`src/rtl/spi_master_if.sv`:
```
// Byte-stream user handshake plus SPI pins for spi_master.
// The master modport is the block's own view; slave is the surrounding logic's view.
interface spi_master_if;
    logic       tx_valid;
    logic [7:0] tx_data;
    logic       tx_last;
    logic       tx_ready;
    logic       rx_valid;
    logic [7:0] rx_data;
    logic       busy;
    logic       sclk;
    logic       cs;
    logic       mosi;
    logic       miso;

    modport master (
        input  tx_valid, tx_data, tx_last, miso,
        output tx_ready, rx_valid, rx_data, busy, sclk, cs, mosi
    );

    modport slave (
        output tx_valid, tx_data, tx_last, miso,
        input  tx_ready, rx_valid, rx_data, busy, sclk, cs, mosi
    );
endinterface

```
`src/rtl/spi_master.sv`:
```
// Mode-3 SPI initiator: 8-bit MSB-first bytes, cs held low across a multi-byte
// transaction, byte-stream valid/ready on the user side, every output registered.
module spi_master #(
    parameter int HALF_DIV = 3,
    parameter int CS_SETUP = 3,
    parameter int CS_HOLD  = 3
) (
    input  logic         clk50m,
    input  logic         rst_n,
    spi_master_if.master bus
);
    localparam logic [15:0] HALF_END  = 16'(HALF_DIV - 1);
    localparam logic [15:0] SETUP_END = 16'(CS_SETUP - 1);
    localparam logic [15:0] HOLD_END  = 16'(CS_HOLD - 1);

    typedef enum logic [2:0] {
        S_IDLE  = 3'd0,
        S_SETUP = 3'd1,
        S_LOW   = 3'd2,
        S_HIGH  = 3'd3,
        S_WAIT  = 3'd4,
        S_HOLD  = 3'd5,
        S_GAP   = 3'd6
    } state_t;

    state_t      r_state;
    logic [15:0] r_cnt;
    logic [2:0]  r_bit;
    logic [7:0]  r_tx_sh;
    logic [7:0]  r_rx_sh;
    logic [7:0]  r_rx_data;
    logic        r_last;
    logic        r_tx_ready;
    logic        r_rx_valid;
    logic        r_busy;
    logic        r_sclk;
    logic        r_cs;
    logic        r_mosi;
    logic        w_accept;

    assign w_accept     = bus.tx_valid & r_tx_ready;
    assign bus.tx_ready = r_tx_ready;
    assign bus.rx_valid = r_rx_valid;
    assign bus.rx_data  = r_rx_data;
    assign bus.busy     = r_busy;
    assign bus.sclk     = r_sclk;
    assign bus.cs       = r_cs;
    assign bus.mosi     = r_mosi;

    // Transaction sequencer: every pin and handshake output is set on the state-change edge.
    always_ff @(posedge clk50m or negedge rst_n) begin
        if (!rst_n) begin
            r_state    <= S_IDLE;
            r_cnt      <= 16'd0;
            r_bit      <= 3'd0;
            r_tx_sh    <= 8'd0;
            r_rx_sh    <= 8'd0;
            r_rx_data  <= 8'd0;
            r_last     <= 1'b0;
            r_tx_ready <= 1'b0;
            r_rx_valid <= 1'b0;
            r_busy     <= 1'b0;
            r_sclk     <= 1'b1;
            r_cs       <= 1'b1;
            r_mosi     <= 1'b0;
        end else begin
            r_rx_valid <= 1'b0;
            case (r_state)
                S_IDLE: begin
                    if (w_accept) begin
                        r_tx_sh    <= bus.tx_data;
                        r_last     <= bus.tx_last;
                        r_cs       <= 1'b0;
                        r_tx_ready <= 1'b0;
                        r_busy     <= 1'b1;
                        r_cnt      <= 16'd0;
                        r_bit      <= 3'd0;
                        r_state    <= S_SETUP;
                    end else begin
                        r_tx_ready <= 1'b1;
                    end
                end
                S_SETUP: begin
                    if (r_cnt == SETUP_END) begin
                        r_cnt   <= 16'd0;
                        r_sclk  <= 1'b0;
                        r_mosi  <= r_tx_sh[7];
                        r_state <= S_LOW;
                    end else begin
                        r_cnt <= r_cnt + 16'd1;
                    end
                end
                S_LOW: begin
                    // miso is sampled on the same edge that raises sclk; the responder
                    // changed it a full half period earlier, so no synchronizer is needed.
                    if (r_cnt == HALF_END) begin
                        r_cnt   <= 16'd0;
                        r_sclk  <= 1'b1;
                        r_rx_sh <= {r_rx_sh[6:0], bus.miso};
                        r_state <= S_HIGH;
                    end else begin
                        r_cnt <= r_cnt + 16'd1;
                    end
                end
                S_HIGH: begin
                    if (r_cnt == HALF_END) begin
                        r_cnt <= 16'd0;
                        if (r_bit == 3'd7) begin
                            r_bit      <= 3'd0;
                            r_rx_valid <= 1'b1;
                            r_rx_data  <= r_rx_sh;
                            if (r_last) begin
                                r_state <= S_HOLD;
                            end else begin
                                r_tx_ready <= 1'b1;
                                r_state    <= S_WAIT;
                            end
                        end else begin
                            r_bit   <= r_bit + 3'd1;
                            r_sclk  <= 1'b0;
                            r_mosi  <= r_tx_sh[6];
                            r_tx_sh <= {r_tx_sh[6:0], 1'b0};
                            r_state <= S_LOW;
                        end
                    end else begin
                        r_cnt <= r_cnt + 16'd1;
                    end
                end
                S_WAIT: begin
                    // Continuing a transaction skips cs setup: the next falling edge is the accept edge.
                    if (w_accept) begin
                        r_tx_sh    <= bus.tx_data;
                        r_last     <= bus.tx_last;
                        r_tx_ready <= 1'b0;
                        r_sclk     <= 1'b0;
                        r_mosi     <= bus.tx_data[7];
                        r_cnt      <= 16'd0;
                        r_state    <= S_LOW;
                    end else begin
                        r_tx_ready <= 1'b1;
                    end
                end
                S_HOLD: begin
                    if (r_cnt == HOLD_END) begin
                        r_cnt   <= 16'd0;
                        r_cs    <= 1'b1;
                        r_mosi  <= 1'b0;
                        r_state <= S_GAP;
                    end else begin
                        r_cnt <= r_cnt + 16'd1;
                    end
                end
                S_GAP: begin
                    if (r_cnt == HOLD_END) begin
                        r_cnt      <= 16'd0;
                        r_tx_ready <= 1'b1;
                        r_busy     <= 1'b0;
                        r_state    <= S_IDLE;
                    end else begin
                        r_cnt <= r_cnt + 16'd1;
                    end
                end
                default: begin
                    r_state    <= S_IDLE;
                    r_cnt      <= 16'd0;
                    r_bit      <= 3'd0;
                    r_tx_ready <= 1'b0;
                    r_busy     <= 1'b0;
                    r_sclk     <= 1'b1;
                    r_cs       <= 1'b1;
                    r_mosi     <= 1'b0;
                end
            endcase
        end
    end
endmodule

```
`src/flat_wrapper.sv`:
```
// flat-port wrapper written by rule: the top's interface ports become plain ports
module spi_master_flat 
#(
    parameter int HALF_DIV = 3,
    parameter int CS_SETUP = 3,
    parameter int CS_HOLD  = 3
)
  (clk50m, rst_n, bus_tx_valid, bus_tx_data, bus_tx_last, bus_miso, bus_tx_ready, bus_rx_valid, bus_rx_data, bus_busy, bus_sclk, bus_cs, bus_mosi);
  spi_master_if bus_i ();
  input  logic clk50m;
  input  logic rst_n;
  input wire logic [$bits(bus_i.tx_valid)-1:0] bus_tx_valid;
  input wire logic [$bits(bus_i.tx_data)-1:0] bus_tx_data;
  input wire logic [$bits(bus_i.tx_last)-1:0] bus_tx_last;
  input wire logic [$bits(bus_i.miso)-1:0] bus_miso;
  output wire logic [$bits(bus_i.tx_ready)-1:0] bus_tx_ready;
  output wire logic [$bits(bus_i.rx_valid)-1:0] bus_rx_valid;
  output wire logic [$bits(bus_i.rx_data)-1:0] bus_rx_data;
  output wire logic [$bits(bus_i.busy)-1:0] bus_busy;
  output wire logic [$bits(bus_i.sclk)-1:0] bus_sclk;
  output wire logic [$bits(bus_i.cs)-1:0] bus_cs;
  output wire logic [$bits(bus_i.mosi)-1:0] bus_mosi;
  assign bus_i.tx_valid = bus_tx_valid;
  assign bus_i.tx_data = bus_tx_data;
  assign bus_i.tx_last = bus_tx_last;
  assign bus_i.miso = bus_miso;
  assign bus_tx_ready = bus_i.tx_ready;
  assign bus_rx_valid = bus_i.rx_valid;
  assign bus_rx_data = bus_i.rx_data;
  assign bus_busy = bus_i.busy;
  assign bus_sclk = bus_i.sclk;
  assign bus_cs = bus_i.cs;
  assign bus_mosi = bus_i.mosi;
  spi_master #(.HALF_DIV(HALF_DIV), .CS_SETUP(CS_SETUP), .CS_HOLD(CS_HOLD)) u_core (.clk50m(clk50m), .rst_n(rst_n), .bus(bus_i));
endmodule
```
`config.mk`:
```
export PLATFORM = sky130hd
export DESIGN_NAME = spi_master_flat
export DESIGN_NICKNAME = d
export VERILOG_FILES = /design/src/rtl/spi_master_if.sv /design/src/rtl/spi_master.sv /design/src/flat_wrapper.sv
export SDC_FILE = /design/constraint.sdc
export NUM_CORES = 1
export LEC_CHECK = 0
export CAP_MARGIN = 20
export CORE_MARGIN = 4
export CORE_UTILIZATION = 40
export CTS_CLUSTER_SIZE = 10
export DETAILED_ROUTE_END_ITERATION = 16
export PLACE_DENSITY_LB_ADDON = 0.12
export SETUP_SLACK_MARGIN = 0.2
export SYNTH_ARGS = -nofsm -noshare
export SYNTH_HDL_FRONTEND = slang
export SYNTH_SLANG_ARGS = --single-unit
```
`constraint.sdc`:
```
create_clock -name clk50m -period 2 [get_ports clk50m]
set_input_delay 0.4 -clock clk50m [delete_from_list [all_inputs] [get_ports clk50m]]
set_output_delay 0.4 -clock clk50m [all_outputs]
set_load 0.05 [all_outputs]
```
==> out/results.ini <==
[power]
p_leak_nw = 1.62
p_switching_mw = 0.432
ir_drop_mv = 0.442
total_power_mw = 1.79
comb_power_share_pct = 3.0
seqPwrFrac_pct = 59.8
internal_power_mw = 1.36
switching_share_pct = 24.1
powerDensity_nw_per_um2 = 505
clock_power_share_pct = 37.2

[synthesis]
async_flop_share_pct = 100
ys_seq_elements = 53
synth_area_leaders = dfrtp_1 (47%), mux2_1 (6.6%), nand2_1 (4.1%), o21ai_0 (3.3%), a21oi_1 (2.9%)
syn_area_sq_um = 2720
syn_nets = 286
synthCells = 269
synth.most_common_cell = dfrtp_1
ys_types = 46
synth-edff-count = 0
yosysSeqAreaShare_pct = 48.9
yosys.area.top_type = dfrtp_1
avgSynthCellArea_sq_um = 10.1
ys_warn_count = 0
yosys-top-cells-count = dfrtp_1 (51), nand2_1 (30), o21ai_0 (18)
synth_top_area_share_pct = 46.9
synth-main-ff-cell = dfrtp_1

[global_routing]
first_global_vias = 2141
grt_pass1_wl_mm = 10.3
track_usage_pct = 15.2
antenna_found_initial = 0
grt.overflow.total = 0
grt_max_degree = 35

[critical_path]
startpoint_type = flop
cp.required_ns = 2.21
path_max_fanout = 8
cp_slowest_cell = dfrtp_1
path_cells = inv_1 -> ha_2 -> nor4b_4 -> and4_4 -> and3_4 -> buf_12 -> mux2_4
arrival_ns = 2.06
critPathCaptureType = flop
worstSetupPathType = reg2reg
r2r-start = u_core.r_cnt[0]
slowest_delay_ns = 0.38
worstSetupStartpoint = u_core.r_cnt[0]
r2r_cells = 7

[clock_tree]
numCtsBuffers = 5
holdBufCountCts = 0
clock_latency_ns = 0.32
cts.sinks = 53
clkTransAtPathRegs_ns = 0.12
cts_htree_levels = 2
cts_buffer_depth = 2
cts_tree = done
cts_root_buf = clkbuf_8

[die]
die_x_microns = 90.4
rows = 29
core_area_sq_um = 6460
io_pins = 27
start_util_pct = 42.1
die_h_microns = 90.4
die_area_sq_um = 8180

[route]
antenna_left = 0
drtIter0Drc = 116
drtPass1Iterations = 4
via_count = 2256
wirelength_mm = 6.20
via_per_inst = 5.58
wl_per_cell_microns = 15.3
drcViolationCount = 0

[timing]
fin_skew_ns = 0.0190
tightest_slew_ns = 0.523
slew_viol_final = 0
setup_tns_ns = 0
timing.hold.ws_ns = 0.0221
grt_setup_unrepaired = yes
max_freq_mhz = 542
setup_violations = 0
worst_slack_ns = 0.155
finalHoldViolCount = 0
fin_crit_ns = 1.85
slew_headroom_pct = 64.8
period_share_pct = 92.3

[cells_and_area]
fin_nets = 343
drive_gt1_share_pct = 27.5
n_antenna_cell = 0
syn_to_final_growth_pct = 30.6
final_cell_area_sq_um = 3550

[place]
gp_congestion = 0.789
hpwlAfterDp_mm = 4.15
placedInstanceArea_sq_um = 3230
pre_cts_ws_ns = -0.300
numPortBuffers = 26

[run]
maxCapViolations = 0

[min_path]
min_path_type = in2async

[outcome]
outcome = complete, no violations

[power by group through the flow]
stage / Clock, mW / Sequential, mW / Combinational, mW
global route: 0.716 / 1.07 / 0.0603
CTS: 0.676 / 1.07 / 0.0559
finish: 0.667 / 1.07 / 0.0540
global placement: 0 / 1.09 / 0.0553
detailed placement: 0 / 1.09 / 0.0556
floorplan: 0 / 1.09 / 0.00293
[sequential cells by signal, indices dropped and copies added (netlist names)]
register / cells
u_core.bus.busy: 1
u_core.r_tx_sh: 8
u_core.bus.sclk: 1
u_core.r_rx_sh: 8
u_core.r_state: 3
u_core.r_cnt: 16
u_core.r_last: 1
u_core.bus.rx_data: 8
u_core.bus.rx_valid: 1
u_core.r_bit: 3
u_core.bus.cs: 1
u_core.bus.mosi: 1
u_core.bus.tx_ready: 1
[per-stage QoR]
step / utilization (%) / cells
2_1_floorplan: - / 269
3_3_place_gp: 50.1 / 387
5_1_grt: 55.0 / 404
3_5_place_dp: 50.1 / 387
6_report: 55.0 / 404
4_1_cts: 54.0 / 400
[cell type report]
cell class / instances / area, sq um
Timing Repair Buffer: 63 / 558
Clock buffer: 5 / 68.8
Clock inverter: 3 / 28.8
Multi-Input combinational cell: 197 / 1450
Fill cell: 595 / 2910
Tap cell: 77 / 96.3
Inverter: 6 / 22.5
Sequential cell: 53 / 1330
[timing repair]
item / in CTS / in global routing
setup buffers: 4 / 3
gates cloned: 1 / 1
pin swaps: 7 / 7
setup endpoints to repair: 49 / 40
gates resized for setup: 41 / 11
[worst paths after layout]
path / end / slack (ns)
worst max register to register: u_core.r_rx_sh[3] / 0.15
worst min register to register: u_core.r_tx_sh[7] / 0.49
min in group clk50m: u_core.r_tx_sh[7] / 0.49
worst min-delay path: u_core.bus.rx_valid / 0.02
worst max-delay path: u_core.r_rx_sh[3] / 0.15
max in group asynchronous: u_core.r_cnt[13] / 1.40
[worst max-delay path, delay by kind of cell, from the launching register on]
kind                     cells  cell delay [ns]
AND/OR/NAND/NOR              3             0.71
buffers and inverters        2             0.19
multiplexers                 1             0.30
adder cells (fa/ha/maj)      1             0.16
flip-flops                   1             0.38
[per-layer routing]
layer	up-vias	routed length [microns]	track usage, %	part of all wire [%]
li1	1107	-	-	-
met1	1102	3000	20.2	48
met2	39	2910	25.5	47
met3	8	212	2.75	3.4
met4	0	72	4.59	1.2
met5	-	0	0	0
[cells in the final DEF, fill, tap and decap left out, types with 3 or more instances in the layout]
cell	synthesis	final
nor3_1	6	4
dfrtp_1	51	49
nor2_1	15	14
and3_1	8	6
mux2i_1	8	8
buf_4	3	34
a22oi_1	5	5
inv_1	6	6
nor4_1	3	3
nor3b_1	3	3
nand4_1	4	4
nand2_1	30	30
mux2_4	0	16
a21o_1	7	7
a21oi_1	16	15
o21ai_0	18	15
a31oi_1	8	7
clkdlybuf4s50_1	0	11
dlygate4sd2_1	0	12
clkbuf_8	0	5
nand3_1	8	8
buf_12	0	3
o21ai_1	7	9
[cells by family (layout without fill, tap and decap cells)]
family                   Yosys count  in the layout  share of synthesized area [%]
AO/OA/AOI/OAI                     76             76                           17.1
flip-flops                        53             53                           48.9
buffers and inverters             21             77                           3.87
AND/OR/NAND/NOR                   91             93                           18.8
adder cells (fa/ha/maj)            4              4                           1.84
multiplexers                      24             24                           9.57
No activity file was read; power rests on OpenSTA's default activity.
